File: src/rtl/Modules_pkg.sv
// Shared execute-stage types: operand width, functional-unit state and divider enums.
package Modules_pkg;

    localparam int unsigned XLEN = 32;

    typedef enum logic {
        FREE = 1'b0,
        BUSY = 1'b1
    } fu_state_e;

    typedef enum logic [1:0] {
        DIV_  = 2'd0,
        DIVU_ = 2'd1,
        REM_  = 2'd2,
        REMU_ = 2'd3
    } div_ops_e;

    typedef enum logic [1:0] {
        IDLE     = 2'd0,
        DIVIDE   = 2'd1,
        FINALIZE = 2'd2
    } div_state_e;

    function automatic logic [XLEN-1:0] abs_val(input logic [XLEN-1:0] x);
        return x[XLEN-1] ? (~x + 1'b1) : x;
    endfunction

endpackage

File: src/rtl/div_unit.sv
// Iterative radix-2 restoring divider for DIV/DIVU/REM/REMU, one quotient bit per enabled clock.
module div_unit
    import Modules_pkg::*;
(
    input  logic            clk_i,
    input  logic            rst_i,
    input  logic            clk_en_i,
    input  logic [XLEN-1:0] dividend_i,
    input  logic [XLEN-1:0] divisor_i,
    input  div_ops_e        operation_i,
    input  logic            valid_i,
    output logic [XLEN-1:0] result_o,
    output logic            result_valid_o,
    output fu_state_e       fu_state_o
);

    localparam int unsigned CntW = $clog2(XLEN);
    localparam logic [XLEN-1:0] IntMin = {1'b1, {(XLEN-1){1'b0}}};

    div_state_e      state_q, state_d;
    div_ops_e        op_q, op_d;
    logic [XLEN-1:0] dvsr_q, dvsr_d;
    logic [XLEN-1:0] rem_q, rem_d;
    logic [XLEN-1:0] quo_q, quo_d;
    logic [CntW-1:0] cnt_q, cnt_d;
    logic            neg_q_q, neg_q_d;
    logic            neg_r_q, neg_r_d;
    logic            dz_q, dz_d;
    logic            ovf_q, ovf_d;
    logic [XLEN-1:0] result_q, result_d;
    logic            valid_q, valid_d;

    logic            in_signed;
    logic            in_dz;
    logic            in_ovf;
    logic [XLEN-1:0] shifted;
    logic [XLEN:0]   trial;
    logic            quo_bit;
    logic            is_div;
    logic [XLEN-1:0] quo_res;
    logic [XLEN-1:0] rem_res;

    always_comb begin
        in_signed = (operation_i == DIV_) || (operation_i == REM_);
        in_dz     = (divisor_i == '0);
        in_ovf    = in_signed && (dividend_i == IntMin) && (divisor_i == '1);

        // rem stays below 2^(XLEN-1) before the shift, so dropping its MSB loses nothing.
        shifted = {rem_q[XLEN-2:0], quo_q[XLEN-1]};
        trial   = {1'b0, shifted} - {1'b0, dvsr_q};
        quo_bit = ~trial[XLEN];

        is_div  = (op_q == DIV_) || (op_q == DIVU_);
        quo_res = neg_q_q ? (~quo_q + 1'b1) : quo_q;
        rem_res = neg_r_q ? (~rem_q + 1'b1) : rem_q;
    end

    always_comb begin
        state_d  = state_q;
        op_d     = op_q;
        dvsr_d   = dvsr_q;
        rem_d    = rem_q;
        quo_d    = quo_q;
        cnt_d    = cnt_q;
        neg_q_d  = neg_q_q;
        neg_r_d  = neg_r_q;
        dz_d     = dz_q;
        ovf_d    = ovf_q;
        result_d = result_q;
        valid_d  = 1'b0;

        unique case (state_q)
            IDLE: begin
                if (valid_i) begin
                    op_d    = operation_i;
                    neg_q_d = in_signed & (dividend_i[XLEN-1] ^ divisor_i[XLEN-1]);
                    neg_r_d = in_signed & dividend_i[XLEN-1];
                    dvsr_d  = in_signed ? abs_val(divisor_i) : divisor_i;
                    dz_d    = in_dz;
                    ovf_d   = in_ovf;
                    rem_d   = '0;
                    if (in_dz || in_ovf) begin
                        // Raw dividend kept for REM by zero.
                        quo_d   = dividend_i;
                        state_d = FINALIZE;
                    end else begin
                        quo_d   = in_signed ? abs_val(dividend_i) : dividend_i;
                        cnt_d   = CntW'(XLEN - 1);
                        state_d = DIVIDE;
                    end
                end
            end
            DIVIDE: begin
                rem_d = quo_bit ? trial[XLEN-1:0] : shifted;
                quo_d = {quo_q[XLEN-2:0], quo_bit};
                if (cnt_q == '0) begin
                    state_d = FINALIZE;
                end else begin
                    cnt_d = cnt_q - 1'b1;
                end
            end
            FINALIZE: begin
                if (dz_q) begin
                    result_d = is_div ? '1 : quo_q;
                end else if (ovf_q) begin
                    result_d = is_div ? IntMin : '0;
                end else begin
                    result_d = is_div ? quo_res : rem_res;
                end
                valid_d = 1'b1;
                state_d = IDLE;
            end
            default: state_d = IDLE;
        endcase
    end

    always_ff @(posedge clk_i) begin
        if (rst_i) begin
            state_q  <= IDLE;
            op_q     <= DIV_;
            dvsr_q   <= '0;
            rem_q    <= '0;
            quo_q    <= '0;
            cnt_q    <= '0;
            neg_q_q  <= 1'b0;
            neg_r_q  <= 1'b0;
            dz_q     <= 1'b0;
            ovf_q    <= 1'b0;
            result_q <= '0;
            valid_q  <= 1'b0;
        end else if (clk_en_i) begin
            state_q  <= state_d;
            op_q     <= op_d;
            dvsr_q   <= dvsr_d;
            rem_q    <= rem_d;
            quo_q    <= quo_d;
            cnt_q    <= cnt_d;
            neg_q_q  <= neg_q_d;
            neg_r_q  <= neg_r_d;
            dz_q     <= dz_d;
            ovf_q    <= ovf_d;
            result_q <= result_d;
            valid_q  <= valid_d;
        end
    end

    assign result_o       = result_q;
    assign result_valid_o = valid_q;
    assign fu_state_o     = (state_q == IDLE) ? FREE : BUSY;

endmodule

File: config.mk
export PLATFORM = sky130hd
export DESIGN_NAME = div_unit
export DESIGN_NICKNAME = d
export VERILOG_FILES = /design/src/rtl/Modules_pkg.sv /design/src/rtl/div_unit.sv
export SDC_FILE = /design/constraint.sdc
export NUM_CORES = 1
export LEC_CHECK = 0
export ABC_AREA = 0
export BUFFER_PORTS_ARGS = -buffer_cell sky130_fd_sc_hd__buf_2
export CORE_ASPECT_RATIO = 0.7
export CORE_MARGIN = 1.5
export CORE_UTILIZATION = 50
export CTS_CLUSTER_SIZE = 12
export DETAILED_ROUTE_END_ITERATION = 7
export GPL_ROUTABILITY_DRIVEN = 0
export HOLD_SLACK_MARGIN = 0.12
export PLACE_DENSITY = 0.7
export SYNTH_ARGS = -nofsm -noshare
export SYNTH_HDL_FRONTEND = slang
export SYNTH_SLANG_ARGS = --single-unit
export TNS_END_PERCENT = 20
File: constraint.sdc
create_clock -name clk_i -period 4.8 [get_ports clk_i]
set_clock_uncertainty 0.1 [all_clocks]
set_input_delay 0.96 -clock clk_i [delete_from_list [all_inputs] [get_ports clk_i]]
set_output_delay 0.96 -clock clk_i [all_outputs]
set_load 0.02 [all_outputs]
### Word-level counts from Yosys, hierarchy flattened

Cells that the tools add are included.

| word-level totals | value |
|---|---|
| bits in registers | 142 |
| bits of input ports | 70 |
| output and inout port bits | 34 |
| word-level logic and storage cells | 79 |

| operators by class | value |
|---|---|
| $add $sub $neg | 6 |
| equality and inequality tests | 10 |
| mux-type cells | 27 |
| bitwise gates (word level) | 8 |
| reductions and logical operators | 16 |

Operators with widths:

| kind | number |
|---|---|
| 32-bit 2-to-1 mux | 15 |
| 32-bit by 1-bit adder with 32-bit output, second input constant | 4 |
| 32-bit inverter | 4 |
| 32-bit one-hot mux with 2 select lines | 2 |
| 32-bit equality test, second input constant | 2 |
| 32-bit by 32-bit subtractor with 33-bit output | 1 |
| 32-bit zero test | 1 |
| 5-bit 2-to-1 mux | 3 |
| 5-bit one-hot mux with 2 select lines | 1 |
| 3-bit AND reduction | 3 |
| 2-bit != test, second input constant | 4 |
| 2-bit zero test | 3 |
| 2-bit 2-to-1 mux | 3 |
| 5-bit zero test | 1 |
| 5-bit AND reduction | 1 |
| 5-bit by 1-bit subtractor with 5-bit output, second input constant | 1 |
| 2-bit by 1-bit equality test with 1-bit output, second input constant | 2 |
| 2-bit equality test, second input constant | 2 |
| 2-bit one-hot mux with 2 select lines | 1 |
| 1-bit logical OR | 3 |
| 1-bit AND | 2 |
| 1-bit logical AND | 2 |
| 1-bit 2-to-1 mux | 2 |
| 2-bit AND reduction | 1 |
| 3 further kinds | 3 |

### Longest topological paths before layout

| depth | value |
|---|---|
| depth after elaboration | 8 |
| depth in mapped cells | 13 |
| mapped depth without buffers | 11 |

### Worst setup path after synthesis

Ideal clock, no wire load.

| path | value |
|---|---|
| kind | input -> register |
| start | in divisor_i[16] |
| end | reg quo_q[25] |
| library setup time | 0.130 ns |
| arrival time | 3.542 ns |
| data required time | 4.570 ns |
| path slack | 1.028 ns |
| stages | 10 |
| path buffers | 2 |
| cells stage by stage | or4_4 or4_4 or4_4 o32ai_2 buf_4 buf_6 a211oi_1 xor2_1 o221ai_1 a21oi_1 |

| on the way | value |
|---|---|
| word-level cells in the longest chain between the ends | 6 |
| elaborated cells on any way between the ends | 7 |
| those cells by class | eq/ne (1); mux (3); reduce/logical (3) |

RTL lines:

| item | line | source |
|---|---|---|
| start, declared | div_unit.sv:9 | `input logic [XLEN-1:0] divisor_i,` |
| 32-bit equality test | div_unit.sv:46 | `in_ovf = in_signed && (dividend_i == IntMin) && (divisor_i == '1);` |
| 1-bit logical AND | div_unit.sv:46 |  |
| 1-bit logical OR (*) | div_unit.sv:82 | `if (in_dz \|\| in_ovf) begin` |
| 32-bit 2-to-1 mux (*) | div_unit.sv:82 |  |
| 32-bit 2-to-1 mux (*) | div_unit.sv:74 | `if (valid_i) begin` |
| 32-bit one-hot mux with 2 select lines (*) | div_unit.sv:72 | `unique case (state_q)` |
| end signal, assigned | div_unit.sv:136 | `quo_q <= quo_d;` |
| end, declared | div_unit.sv:24 | `logic [XLEN-1:0] quo_q, quo_d;` |

Every way passes the cells marked *; elsewhere a longest branch is shown, timed or not. The select of a mux whose other input is x is not followed.
A chain may end at the register's enable or synchronous reset.

### Worst setup path after layout

| path | value |
|---|---|
| start | reg quo_q[31] |
| end | reg rem_q[21] |

| on the way | value |
|---|---|
| word-level cells in the longest chain between the ends | 3 |

RTL lines:

| item | line | source |
|---|---|---|
| 32-bit by 32-bit subtractor with 33-bit output | div_unit.sv:50 | `trial = {1'b0, shifted} - {1'b0, dvsr_q};` |
| 32-bit 2-to-1 mux | div_unit.sv:94 | `rem_d = quo_bit ? trial[XLEN-1:0] : shifted;` |
| 32-bit one-hot mux with 2 select lines | div_unit.sv:72 |  |
| end signal, assigned | div_unit.sv:135 | `rem_q <= rem_d;` |
| end, declared | div_unit.sv:23 | `logic [XLEN-1:0] rem_q, rem_d;` |

No other way between the ends.

==> Flow_metrics.wiki <==
{| class="wikitable"
! Metric !! Value
|-
| Cell family contributing the most delay on the critical path || compound AO/OA/AOI/OAI gates
|-
| Slack of the worst reg-to-reg path || just over 800 ps
|-
| Count of vias placed by the detailed router || 11261
|-
| Power consumption || 3.518 mW
|-
| Post-detailed-placement half-perimeter wirelength || approximately 26000 um
|-
| Logic gate share of total power || about a quarter
|-
| Measured slew at the worst slew-check pin || 1085 ps
|-
| CTS tree || built
|-
| Launch point of the critical path || quo_q[31]
|-
| Number of enable flip-flop cells after synthesis || 0
|-
| Internal power component || 2.322 mW
|-
| Clock tree buffer depth || 2
|-
| Crit Reg-Reg Endpoint || rem_q[21]
|-
| Endpoints failing hold || 0
|-
| Switching part of the total || approximately a third
|-
| Final-report max-slew violation count || 0
|-
| Synth async-reset ratio || 0%
|-
| FILL cells || 2037
|-
| CP Launch Type || register
|-
| Dominant combinational cell family by area after synthesis || compound AO/OA/AOI/OAI gates
|-
| Core box area || 0.02092 mm2
|-
| Class of the tightest hold or removal check || register to register
|-
| Post-synthesis mux area share || just under 2%
|-
| Overall overflow remaining after global route || 0
|-
| DR iter-0 viols || roughly 1400
|-
| Number of buffers created by CTS || 17
|-
| Leakage power || 4.749 nW
|-
| Source-to-sink clock delay at the later pin of the worst-skew pair || roughly 440 ps
|-
| Count of TritonRoute iterations in the first routing pass || 5
|-
| Die extent in y || roughly 130 um
|-
| Root buf cell || clkbuf_16
|-
| Synth area leader || dfxtp_1
|-
| Synthesized netlist net count || around 1600
|-
| Critical path's largest stage delay || around 670 ps
|-
| Antenna violations before repair || 0
|-
| Vias in the first global route || between 9000 and 10000
|-
| Area fraction of the dominant cell type after synthesis || between 20% and 30%
|-
| Synth Area in Adders || under 10%
|-
| Floorplan die area || 0.02240 mm2
|-
| Launch instance of the worst register-to-register path || quo_q[31]
|-
| Setup slack at placement || ~560 ps
|-
| Most common cell in the synthesized netlist || nand2_1
|-
| Post-synth cell types || 75
|-
| Buffers & Inverters on Critical Path || 1
|-
| Number of buffers inserted to repair setup after CTS || 0
|-
| Critical path class || register to register
|-
| Dominant register cell in the synthesized netlist || dfxtp_1
|-
| Cells after Synth || approximately 1500
|-
| TritonCTS sink count || 141
|-
| Critical Path Stages || 11
|-
| Part of the total power dissipated in the clock network || a little under two fifths
|-
| Worst Slack Setup Final || 830.6 ps
|-
| Final period util || just over 80%
|-
| Slowest CP cell || or4b_2
|-
| DR DRC count || 0
|-
| Die Width || ~180 um
|-
| First-pass GRT wire length || 54420 um
|-
| Wire length after detailed routing || roughly 35000 um
|-
| Gr usage total || a little under a third
|-
| Placed cell areas || between 0.01 and 0.015 mm2
|-
| Destination of the critical timing path || rem_q[21]
|-
| Power dissipated by switching net loads || between 1 and 1.5 mW
|-
| Num rows || 44
|-
| Minimum period implied by the final worst setup slack || roughly 4000 ps
|-
| CP arrival || about 4200 ps
|-
| Cell area after synthesis || 0.01075 mm2
|-
| Final-stage net count || roughly 1600
|-
| Synth Area in XOR/XNOR || around a tenth
|-
| Number of H-tree levels || 4
|-
| Number of violations of the max-capacitance limit || 0
|-
| Unrepaired setup endpoints after global routing || no
|-
| Number of warning messages in the yosys log || 0
|-
| Sequential cell fraction of total power || 37.8%
|-
| Power Density || around 290 mW/mm2
|-
| Average footprint of a synthesized cell || between 7 and 8 um2
|-
| Final number of setup-violating endpoints || 0
|-
| Area fraction in compound gates after synthesis || ~28%
|-
| List of most frequent post-synthesis cells || nand2_1 (150), dfxtp_1 (141), nor2_1 (125)
|-
| Area Overhead vs Synth || 11.62%
|-
| Simple-gate area share of the yosys netlist || roughly a quarter
|-
| Number of buffer cells added on primary ports || roughly 100
|-
| Post-cts hold buffer count || 0
|-
| Number of vias per cell || between 6 and 7
|-
| Seq/Total Area, Yosys || between 20% and 30%
|-
| Residual antenna-violating net count after detailed routing || 0
|-
| Achievable frequency || about 0.25 GHz
|-
| Finished Cell Area || 0.01200 mm2
|-
| Clock Pin Slew Worst Setup and Hold Paths || approximately 60 ps
|-
| Status || finished clean
|-
| Register-to-Register Path Depth || 11
|-
| Worst-path fanout max || 11
|-
| Relative slew slack || approximately 28%
|-
| Post-detailed-route wirelength per cell || roughly 20 um
|-
| Total negative slack for setup checks || 0 ps
|-
| Endpoint class of the critical path || register
|-
| Synth top area cells || dfxtp_1 (26%), xor2_1 (7.0%), a21oi_1 (5.4%), nand2_1 (5.2%), ha_1 (4.7%)
|-
| Number of antenna cells inserted || 0
|-
| Endpoint required time on the critical path || approximately 5100 ps
|-
| Largest net degree at the start of global routing || 76
|-
| Ratio of cells with drive above 1 in the final layout || between 10% and 20%
|-
| Initial Util || between 50% and 60%
|-
| Top-level port count || 104
|-
| Peak supply drop || 0.2477 mV
|-
| Count of cells resized by post-cts repair || 0
|-
| Flop and latch count out of synthesis || approximately 140
|-
| Worst-path cell chain || inv_1, ha_1, fa_1, nor2b_1, o2111ai_1, a211oi_1, o211ai_1, a31oi_1, a211oi_4, or4b_2, nand3_1
|-
| Worst Hold Slack || around 350 ps
|}
==> sequential cells by signal, indices dropped and copies added, names as in the netlist <==
register	flops
result_o	32
dvsr_q	32
neg_q_q	1
quo_q	32
result_valid_o	1
dz_q	1
state_q	2
neg_r_q	1
cnt_q	5
rem_q	32
op_q	1
ovf_q	1
==> worst min path at each step <==
stage | depth (start not counted) | slack [ps] | to | startpoint
2_1_floorplan | 2 | 330 | dvsr_q[31] | dvsr_q[31]
3_3_place_gp | 2 | 340 | result_o[1] | result_o[1]
3_5_place_dp | 2 | 340 | result_o[13] | result_o[13]
4_1_cts | 2 | 350 | result_o[13] | result_o[13]
5_1_grt | 2 | 380 | result_valid_o | result_valid_o
6_report | 2 | 350 | result_valid_o | result_valid_o
==> cells by family (layout without fill, tap and decap cells) <==
kind of cell / count (synthesis) / after routing
simple gates: 527 / 527
compound gates: 446 / 446
buf+inv: 154 / 210
flops: 141 / 141
xor+xnor: 121 / 121
fa+ha+maj: 41 / 41
mux: 21 / 21
==> layer usage <==
metal  share of wire [%]  global-route usage, %  routed length (um)  up-vias
met1                  48                  49.08               16810     5190
met5                   0                      0                   0        -
met2                  37                  38.84               12800      572
li1                    -                      -                   -     5435
met3                  13                  9.783                4485       64
met4                 2.1                  8.922                 743        0
==> cell type report <==
cell class	instances	area, um2	share of cell area [%]
clock buffer	19	432.9	3.609
clock inverter	12	137.6	1.147
inverter	58	217.7	1.815
multi-input combinational	1156	7375	61.47
sequential	141	2823	23.53
tap	276	345.3	2.879
timing repair buffer	121	665.6	5.549
==> worst reg2reg max path: stages (launching register included) <==
cell and delay [ps]:
dfxtp_1 400, inv_1 150, ha_1 220, fa_1 400, nor2b_1 190, o2111ai_1 180, a211oi_1 420, o211ai_1 270
a31oi_1 550, a211oi_4 270, or4b_2 680, nand3_1 80
==> through the flow <==
| step | instances | utilization, % |
|---|---|---|
| final | 1783 | 57.34 |
| after global routing | 1783 | 57.34 |
| after CTS | 1783 | 57.34 |
| after detailed placement | 1752 | 54.62 |
| after global placement | 1752 | 54.62 |
| after floorplan | 1451 | - |
==> placed cells by master, fill, tap and decap left out, types with 8 or more instances in the layout <==
cell type / synthesis / final
nand2_1: 150 / 150
dfxtp_1: 141 / 141
nor2_1: 125 / 121
a21oi_1: 116 / 116
buf_2: 3 / 102
xor2_1: 86 / 86
o21ai_0: 77 / 77
nor3_1: 65 / 64
inv_1: 58 / 58
a211oi_1: 54 / 53
ha_1: 40 / 40
o221ai_1: 37 / 37
nand3_1: 36 / 36
xnor2_1: 35 / 35
o31ai_1: 29 / 29
or3_1: 25 / 25
nand4_1: 21 / 21
mux2i_1: 20 / 20
buf_4: 1 / 18
clkbuf_16: 0 / 17
nor4_1: 16 / 16
o21ai_1: 16 / 16
or4_1: 14 / 14
o41ai_1: 13 / 13
a21o_1: 12 / 12
or2_2: 10 / 10
nand2b_1: 10 / 10
nor2b_1: 10 / 10
o211ai_1: 9 / 9
o2111ai_1: 8 / 8
a31oi_1: 8 / 8
==> power by group through the flow <==
stage | clock [mW] | sequential [mW] | combinational, mW
3_5_place_dp | 0 | 1.35 | 0.842
5_1_grt | 1.37 | 1.33 | 0.953
6_report | 1.32 | 1.33 | 0.872
3_3_place_gp | 0 | 1.34 | 0.830
4_1_cts | 1.32 | 1.32 | 0.848
2_1_floorplan | 0 | 1.31 | 0.624
(Power assumes the default switching activity.)
